**src/rtl/instruction_loader_pkg.sv**
```systemverilog
// Shared definitions for the instruction loader and the debug unit that observes it.
// Holds the loader state encoding and the session framing constants.
package instruction_loader_pkg;

    typedef enum logic [2:0] {
        ST_IDLE   = 3'd0,
        ST_LEN_HI = 3'd1,
        ST_LEN_LO = 3'd2,
        ST_BYTE   = 3'd3,
        ST_WRITE  = 3'd4,
        ST_DONE   = 3'd5
    } loader_state_t;

    localparam int         HDR_LEN_BYTES  = 2;
    localparam int         BYTES_PER_WORD = 4;
    localparam logic [3:0] WE_ALL         = 4'b1111;

endpackage

```
**src/rtl/instruction_loader_word_assembler.sv**
```systemverilog
// Packs incoming bytes MSB first into an instruction word and flags the 4th byte.
// Latency: o_word/o_word_ready are combinational on the strobe that completes a word.
// Backpressure: none, every i_shift is consumed in the cycle it arrives.
module instruction_loader_word_assembler
    import instruction_loader_pkg::*;
#(
    parameter int NB_INSTR = 32
) (
    input  logic                i_clock,
    input  logic                i_reset,
    input  logic                i_clear,
    input  logic                i_shift,
    input  logic [7:0]          i_byte,
    output logic [NB_INSTR-1:0] o_word,
    output logic                o_word_ready
);
    localparam int         NB_HELD   = NB_INSTR - 8;
    localparam logic [1:0] LAST_BYTE = 2'(BYTES_PER_WORD - 1);

    // Only the first three bytes are stored; the 4th is taken straight from the input.
    logic [NB_HELD-1:0] held;
    logic [1:0]         byte_cnt;

    assign o_word       = {held, i_byte};
    assign o_word_ready = i_shift && (byte_cnt == LAST_BYTE);

    always_ff @(posedge i_clock or negedge i_reset) begin
        if (!i_reset) begin
            held     <= '0;
            byte_cnt <= '0;
        end else if (i_clear) begin
            held     <= '0;
            byte_cnt <= '0;
        end else if (i_shift) begin
            held     <= (held << 8) | NB_HELD'(i_byte);
            byte_cnt <= byte_cnt + 2'd1;
        end
    end

endmodule

```
**src/rtl/instruction_loader.sv**
```systemverilog
// Loads a length-prefixed byte stream into the instruction memory debug port.
// Latency: the word write happens the cycle after its 4th byte; o_done pulses the cycle after DONE.
// Backpressure: none, bytes are strobes; a strobe during WRITE becomes byte 0 of the next word.
module instruction_loader
    import instruction_loader_pkg::*;
#(
    parameter int NB_INSTR = 32,
    parameter int N_ADDR   = 2048,
    parameter int NB_ADDR  = 16
) (
    input  logic                i_clock,
    input  logic                i_reset,
    input  logic [7:0]          i_rx_data,
    input  logic                i_rx_valid,
    input  logic                i_start,
    output logic [NB_ADDR-1:0]  o_instrmem_addr,
    output logic [NB_INSTR-1:0] o_instrmem_data,
    output logic [3:0]          o_instrmem_we,
    output logic                o_busy,
    output logic                o_done,
    output logic                o_error
);
    localparam logic [31:0] ADDR_LIMIT = 32'(N_ADDR);

    loader_state_t       state;
    logic [7:0]          len_hi;
    logic [15:0]         n_words;
    logic [15:0]         word_idx;
    logic [15:0]         len_word;
    logic [16:0]         idx_next;
    logic                more_words;
    logic                asm_shift;
    logic                asm_clear;
    logic                word_ready;
    logic [NB_INSTR-1:0] asm_word;

    assign len_word   = {len_hi, i_rx_data};
    assign idx_next   = {1'b0, word_idx} + 17'd1;
    assign more_words = idx_next < {1'b0, n_words};
    assign asm_clear  = (state == ST_IDLE);
    assign asm_shift  = i_rx_valid && ((state == ST_BYTE) || (state == ST_WRITE && more_words));

    instruction_loader_word_assembler #(
        .NB_INSTR (NB_INSTR)
    ) u_word_assembler (
        .i_clock      (i_clock),
        .i_reset      (i_reset),
        .i_clear      (asm_clear),
        .i_shift      (asm_shift),
        .i_byte       (i_rx_data),
        .o_word       (asm_word),
        .o_word_ready (word_ready)
    );

    always_ff @(posedge i_clock or negedge i_reset) begin
        if (!i_reset) begin
            state           <= ST_IDLE;
            len_hi          <= '0;
            n_words         <= '0;
            word_idx        <= '0;
            o_instrmem_addr <= '0;
            o_instrmem_data <= '0;
            o_instrmem_we   <= '0;
            o_busy          <= 1'b0;
            o_done          <= 1'b0;
            o_error         <= 1'b0;
        end else begin
            o_instrmem_we <= '0;
            o_done        <= 1'b0;
            case (state)
                ST_IDLE: begin
                    if (i_start) begin
                        state    <= ST_LEN_HI;
                        o_busy   <= 1'b1;
                        o_error  <= 1'b0;
                        word_idx <= '0;
                    end
                end
                ST_LEN_HI: begin
                    if (i_rx_valid) begin
                        len_hi <= i_rx_data;
                        state  <= ST_LEN_LO;
                    end
                end
                ST_LEN_LO: begin
                    if (i_rx_valid) begin
                        n_words <= len_word;
                        if (32'(len_word) > ADDR_LIMIT) begin
                            o_error <= 1'b1;
                        end
                        state <= (len_word == 16'd0) ? ST_DONE : ST_BYTE;
                    end
                end
                ST_BYTE: begin
                    if (word_ready) begin
                        state           <= ST_WRITE;
                        o_instrmem_data <= asm_word;
                        o_instrmem_addr <= NB_ADDR'(word_idx);
                        // Overflow words are still drained from the stream, just never written.
                        o_instrmem_we   <= (32'(word_idx) < ADDR_LIMIT) ? WE_ALL : 4'b0000;
                    end
                end
                ST_WRITE: begin
                    word_idx <= idx_next[15:0];
                    state    <= more_words ? ST_BYTE : ST_DONE;
                end
                ST_DONE: begin
                    o_done <= !o_error;
                    o_busy <= 1'b0;
                    state  <= ST_IDLE;
                end
                default: begin
                    state  <= ST_IDLE;
                    o_busy <= 1'b0;
                end
            endcase
        end
    end

endmodule

```
**config.mk**
```make
export PLATFORM = sky130hd
export DESIGN_NAME = instruction_loader
export DESIGN_NICKNAME = d
export VERILOG_FILES = /design/src/rtl/instruction_loader_pkg.sv /design/src/rtl/instruction_loader_word_assembler.sv /design/src/rtl/instruction_loader.sv
export SDC_FILE = /design/constraint.sdc
export NUM_CORES = 1
export LEC_CHECK = 0
export CAP_MARGIN = 15
export CELL_PAD_IN_SITES_DETAIL_PLACEMENT = 1
export CELL_PAD_IN_SITES_GLOBAL_PLACEMENT = 2
export CORE_MARGIN = 2
export CORE_UTILIZATION = 40
export DETAILED_ROUTE_END_ITERATION = 8
export PLACE_DENSITY = 0.88
export SETUP_SLACK_MARGIN = 0.5
export SYNTH_ARGS = -nofsm -noshare
export SYNTH_HDL_FRONTEND = slang
export SYNTH_SLANG_ARGS = --single-unit
```
**constraint.sdc**
```tcl
create_clock -name i_clock -period 8.8 [get_ports i_clock]
set_clock_uncertainty 0.15 [all_clocks]
set_input_delay 0.88 -clock i_clock [delete_from_list [all_inputs] [get_ports i_clock]]
set_output_delay 0.88 -clock i_clock [all_outputs]
set_load 0.1 [all_outputs]
```
==> results of run 1 <==
[cell usage after synthesis (2+ instances only)]
cell      instances
inv_1            18
buf_6             2
xor2_1            4
buf_4             6
nor4_1            4
or2_2             2
o21a_1            2
and3_1            6
o21ai_0          33
a21o_1            3
a221o_1          24
nand2b_1          3
ha_1             17
xnor2_1          10
o31ai_1           6
a21oi_1           9
nand2_1          36
o22ai_1           2
buf_1             5
dfrtp_1         121
nor2_1           11
mux2_2           56
a31oi_1           3
nand3_1          12
nand4_1           4
nor3_1            6
a22o_1           31
clkbuf_1         17
[cells by family (layout without fill, tap and decap cells)]
family	after synthesis	count (layout)	share of synthesized area, %
and+or+nand+nor	92	92	8.48
xor gates and xnor gates	14	14	2.19
DFF	121	121	54.0
buffers and inverters	48	122	3.88
adders and majority gates	17	17	3.79
AOI/OAI and AO/OA	123	123	16.4
muxes	56	56	11.2
[area by class of cell]
cell class | count | area (um^2)
timing repair buffer | 72 | 703
clock inverter | 11 | 169
sequential | 121 | 3030
fill | 1443 | 6750
multi-input combinational | 302 | 2370
tap | 180 | 225
inverter | 18 | 67.6
clock buffer | 21 | 460
[metal layers]
metal / wire, um / share of wire, %
met5: 0 / 0
met2: 6970 / 49
met4: 203 / 1.4
met1: 6600 / 46
met3: 459 / 3.2
[state kept, by name, summed over array words and instances (netlist names), 2 cells and up]
name / flops
len_hi: 8
n_words: 16
o_instrmem_addr: 16
o_instrmem_data: 32
state: 3
u_word_assembler.byte_cnt: 2
u_word_assembler.held: 24
word_idx: 16
[stage by stage]
stage | cell area, um^2 | worst slack (ns)
floorplan | 5610 | 5.39
global placement | 6380 | 5.15
detailed placement | 6390 | 4.97
CTS | 7020 | 4.86
global route | 7020 | 4.63
finish | 7020 | 4.87
[worst max path at each step]
stage,from,endpoint,cells after the start
floorplan,word_idx[0],u_word_assembler.held[18],13
CTS,word_idx[0],u_word_assembler.held[1],12
finish,word_idx[0],u_word_assembler.held[1],12
global route,word_idx[0],u_word_assembler.held[14],12
detailed placement,word_idx[0],u_word_assembler.held[14],12
global placement,word_idx[0],u_word_assembler.held[23],12
==> impl_metrics.tcl, run 1 <==
set metrics [dict create \
    grt_pass1_vias 4302 \
    cp.required_ns 8.95 \
    ff2ff_setup_slack_ns 4.87 \
    critPathSlowestCell "dfrtp_1" \
    fp.dieH_um 122 \
    critPathMaxStageDelay_ns 0.48 \
    wl_per_cell_um 19.6 \
    fin_crit_sh_pct 44.6 \
    finalSetupTns_ns 0 \
    final_cells 725 \
    cts_resized 0 \
    rows 43 \
    viasPerCell 5.68 \
    cap_violations 0 \
    synth_area_leaders "dfrtp_1 54%, mux2_2 11%, a22o_1 4.8%" \
    critical_path_buf_inv_count 0 \
    n_antenna_cell 0 \
    antenna_found_initial 0 \
    hp-class "primary input to asynchronous set/reset pin" \
    synth_top_cell_area_share_pct 54.0 \
    max_slew_margin_pct 32.3 \
    grt_remaining_overflow 0 \
    rr_worst_depth 12 \
    finalHoldViolations 0 \
    synth.largest_area_cell "dfrtp_1" \
    worst_slew_pin_slew_ns 1.01 \
    root_buffer "clkbuf_16" \
    syn_nets 500 \
    cp_top_family "compound AO/OA/AOI/OAI gates" \
    dp_hpwl_mm 9.39 \
    rsz0062_at_grt "false" \
    ant_nets 0 \
    area_delta_synth_final_pct 25.2 \
    gp_congestion 0.774 \
    met2_usage_pct 32.8 \
    fmaxAchievable_mhz 255 \
    timing.rr.end "u_word_assembler.held[1]" \
    path_clk_slew_ns 0.06 \
    layout_common_cells "121 x dfrtp_1, 65 x clkdlybuf4s50_1, 56 x mux2_2, 35 x nand2_1, 33 x o21ai_0" \
    grt_max_degree 79 \
    cts.sinks 121 \
    drt_drc_violations_left 0 \
    outcome "completed" \
    num_io_pins 67 \
    holdWs_ns 0.298 \
    initial_utilization_pct 40.7 \
    use_met1_pct 27.7 \
    ys_warn_count 0 \
    r2r_start "word_idx[0]" \
    grt_pass1_wl_mm 23.4 \
    crit_chain "ha_1 -> and4_1 -> and3_1 -> and3_1 -> xor2_1 -> ha_1 -> a21o_1 -> a21oi_1 -> o21ai_0 -> a41o_2 -> o21a_2 -> a221o_1" \
    start_kind "flop" \
    worstSetupPathType "flop to flop" \
    syn_inst 471 \
    vias 4119 \
    cts_setup_buffers 0 \
    met3_usage_pct 4.46 \
    finalMaxSlewViolations 0 \
    synth_area_um2 5610 \
    clk_path_buf_depth 2 \
    synth.distinct_cells 46 \
    htreeDepth 4 \
    setup_viol 0 \
    place_inst 692 \
    synth_seq_area_share_pct 54.0 \
    cts_tree "built" \
    grt_use_total_pct 20.5 \
    die_area_um2 15000 \
    synth_ff_type "dfrtp_1" \
    die_w_um 122 \
    coreArea_um2 13800 \
    drive_gt1_share_pct 19.1 \
    drt_iter0_markers 177 \
    synth-seq-cells 121 \
    async_flop_share_pct 100 \
    critPathMaxFanout 25 \
    firstDrtPassIters 5 \
    synth_area_per_cell_um2 11.9 \
    utilization_pct 51.0 \
    timing.final.crit_period_ns 3.93 \
    ctsHoldBuffers 0 \
    arrival_ns 4.08 \
    fin_nets 561 \
    final_common_cell "dfrtp_1" \
    insertion_delay_ns 0.42 \
    busiest_layer "met2" \
    synth_edf_count 0 \
    io_buffers 66 \
    totalWireLength_mm 14.2 \
    cts_buffers 17 \
    crit_path_end_kind "flop" \
]
Power of run 1 is left out: the tool's default activity adds up to more than one toggle a clock period on the data nets, which glitch-free logic cannot reach.
==> run 2, diff against run 1 <==
- CORE_UTILIZATION: 40 -> 34
- PLACE_DENSITY: 0.88 -> 0.8
- clock period: 8.8 -> 3.6 ns (I/O delays scaled with it)
==> run 2 against run 1 <==
- maximum frequency up 23%
- count of clock-buffer cells in the layout down 3
- sequential share of layout area shrank 1.9 points
- via count rose by 3.0%
- sequential cell count stayed put
- wire length increased by 3.8%
- hold slack better by 0.042 ns
- final cell count grew 7.7%
- critical path depth unchanged
- non-clock buffer count increased by 20
- critical path type unchanged
- largest cell class unchanged
==> impl_metrics.tcl, run 2 (synthesis results as in run 1) <==
set metrics [dict create \
    wl_per_cell_um 18.9 \
    fin_nets 583 \
    timing.final.crit_period_ns 3.20 \
    htreeDepth 4 \
    die_area_um2 17500 \
    grt_pass1_wl_mm 24.6 \
    outcome "completed" \
    setup_viol 0 \
    dp_hpwl_mm 9.69 \
    insertion_delay_ns 0.42 \
    antenna_found_initial 0 \
    cts.sinks 121 \
    fill_cells 1721 \
    drt_iter0_markers 271 \
    die_w_um 132 \
    grt_pass1_vias 4445 \
    root_buffer "clkbuf_16" \
    initial_utilization_pct 35.1 \
    critPathSlowestCell "dfrtp_2" \
    worstSetupPathType "flop to flop" \
    max_slew_margin_pct 33.6 \
    crit_chain "and4_4 -> and4_4 -> and3_4 -> and3_4 -> xor2_1 -> ha_1 -> a21o_1 -> a21oi_1 -> o21ai_1 -> a41o_2 -> o21a_4 -> a221o_1" \
    vias 4244 \
    finalSetupTns_ns 0 \
    gp_congestion 0.766 \
    largest_register_ff_count 32 \
    cap_violations 0 \
    top_regs "o_instrmem_data x32, u_word_assembler.held x24" \
    met1_length_mm 6.87 \
    cp.required_ns 3.76 \
    coreArea_um2 16000 \
    firstDrtPassIters 4 \
    final_cell_area_um2 7360 \
    rows 46 \
    fp.dieH_um 132 \
    ant_nets 0 \
    viasPerCell 5.43 \
    placed_cell_area_um2 6520 \
    critPathMaxStageDelay_ns 0.36 \
    grt_max_degree 77 \
    wl_met3_um 748 \
    rsz0062_at_grt "true" \
    final_common_cell "dfrtp_1" \
    holdWs_ns 0.340 \
    finalHoldViolations 0 \
    top_register "o_instrmem_data" \
    grt_use_total_pct 18.0 \
    clk_path_buf_depth 2 \
    totalWireLength_mm 14.8 \
    worst_slew_pin_slew_ns 0.993 \
    drt_drc_violations_left 0 \
    path_clk_slew_ns 0.06 \
    critPathMaxFanout 12 \
    finalMaxSlewViolations 0 \
    grt_remaining_overflow 0 \
    area_delta_synth_final_pct 31.2 \
    fmaxAchievable_mhz 312 \
    wl_met2_mm 6.81 \
    fin_crit_sh_pct 89.0 \
    cts_buffers 17 \
    arrival_ns 3.36 \
    drive_gt1_share_pct 24.4 \
    cts_tree "built" \
    num_io_pins 67 \
    start_kind "flop" \
    hp-class "flop to flop" \
    top_layer "met4" \
    layout_common_cells "115 x dfrtp_1, 65 x clkdlybuf4s50_1, 56 x mux2_2, 35 x nand2_1, 32 x o21ai_0" \
    io_buffers 66 \
    ff2ff_setup_slack_ns 0.40 \
    n_antenna_cell 0 \
    crit_path_end_kind "flop" \
]
## run 2: changes by cell type in the layout (fill, tap and decap cells not counted), sizes merged
cell	before	now
clkinv	5	4
bufinv	4	5
o21a	3	5
dlygate4sd3	0	1
buf	6	25
clkinvlp	1	3
clkbuf	22	19
inv	19	18
## run 2: repair_timing
action | 4_1_cts | 5_1_grt
buffers inserted | 12 | 2
hold endpoints to repair | 45 | 0
pin swaps | 11 | 8
setup endpoints to repair | 28 | 28
gates resized for setup | 8 | 4
gates cloned | 2 | 1
hold buffers | 1 | 0
## run 2: through the flow
step / setup WS, ns / utilization, % / std cells
2_1_floorplan: 0.371 / - / 471
3_3_place_gp: 0.220 / 40.8 / 733
3_5_place_dp: 0.160 / 40.8 / 733
4_1_cts: 0.400 / 45.6 / 778
5_1_grt: 0.297 / 46.0 / 781
6_report: 0.396 / 46.0 / 781
## run 2: cell type report
cell class | instances | area [um^2] | area share [%]
Clock buffer | 18 | 439 | 5.97
Clock inverter | 12 | 200 | 2.72
Inverter | 18 | 67.6 | 0.918
Multi-Input combinational cell | 304 | 2450 | 33.3
Sequential cell | 121 | 3040 | 41.2
Tap cell | 216 | 270 | 3.67
Timing Repair Buffer | 92 | 898 | 12.2
## run 2: worst paths after layout
| path | end | startpoint | cells past startpoint |
|---|---|---|---|
| setup / recovery | u_word_assembler.held[9] | word_idx[3] | 12 |
| hold reg to reg | o_instrmem_addr[9] | o_instrmem_addr[9] | 2 |
| max in group asynchronous | word_idx[9] | i_reset | 3 |
| min in group asynchronous | o_instrmem_data[8] | i_reset | 2 |
| setup reg to reg | u_word_assembler.held[9] | word_idx[3] | 12 |
| hold / removal | o_instrmem_addr[9] | o_instrmem_addr[9] | 2 |
## run 2: per-layer routing
| metal | global-route usage [%] | vias to the layer above |
|---|---|---|
| met5 | 0 | - |
| met3 | 4.18 | 27 |
| met1 | 24.6 | 2202 |
| li1 | - | 1915 |
| met2 | 27.0 | 100 |
| met4 | 8.84 | 0 |
## run 2: critical path: cells and delay by family (launching register included)
family | cells | cell delay (ns)
AO/OA/AOI/OAI | 6 | 1.26
AND/OR/NAND/NOR | 4 | 0.88
flip-flops | 1 | 0.36
adder cells (fa/ha/maj) | 1 | 0.26
XOR/XNOR | 1 | 0.16
Power of run 2 is left out for the same reason.
==> run 3, diff against run 2 <==
- SLEW_MARGIN: unset -> 20
==> results of run 3 <==
Final layout, timing and power as in run 2 (identical DEF).
Power of run 3 is left out for the same reason.
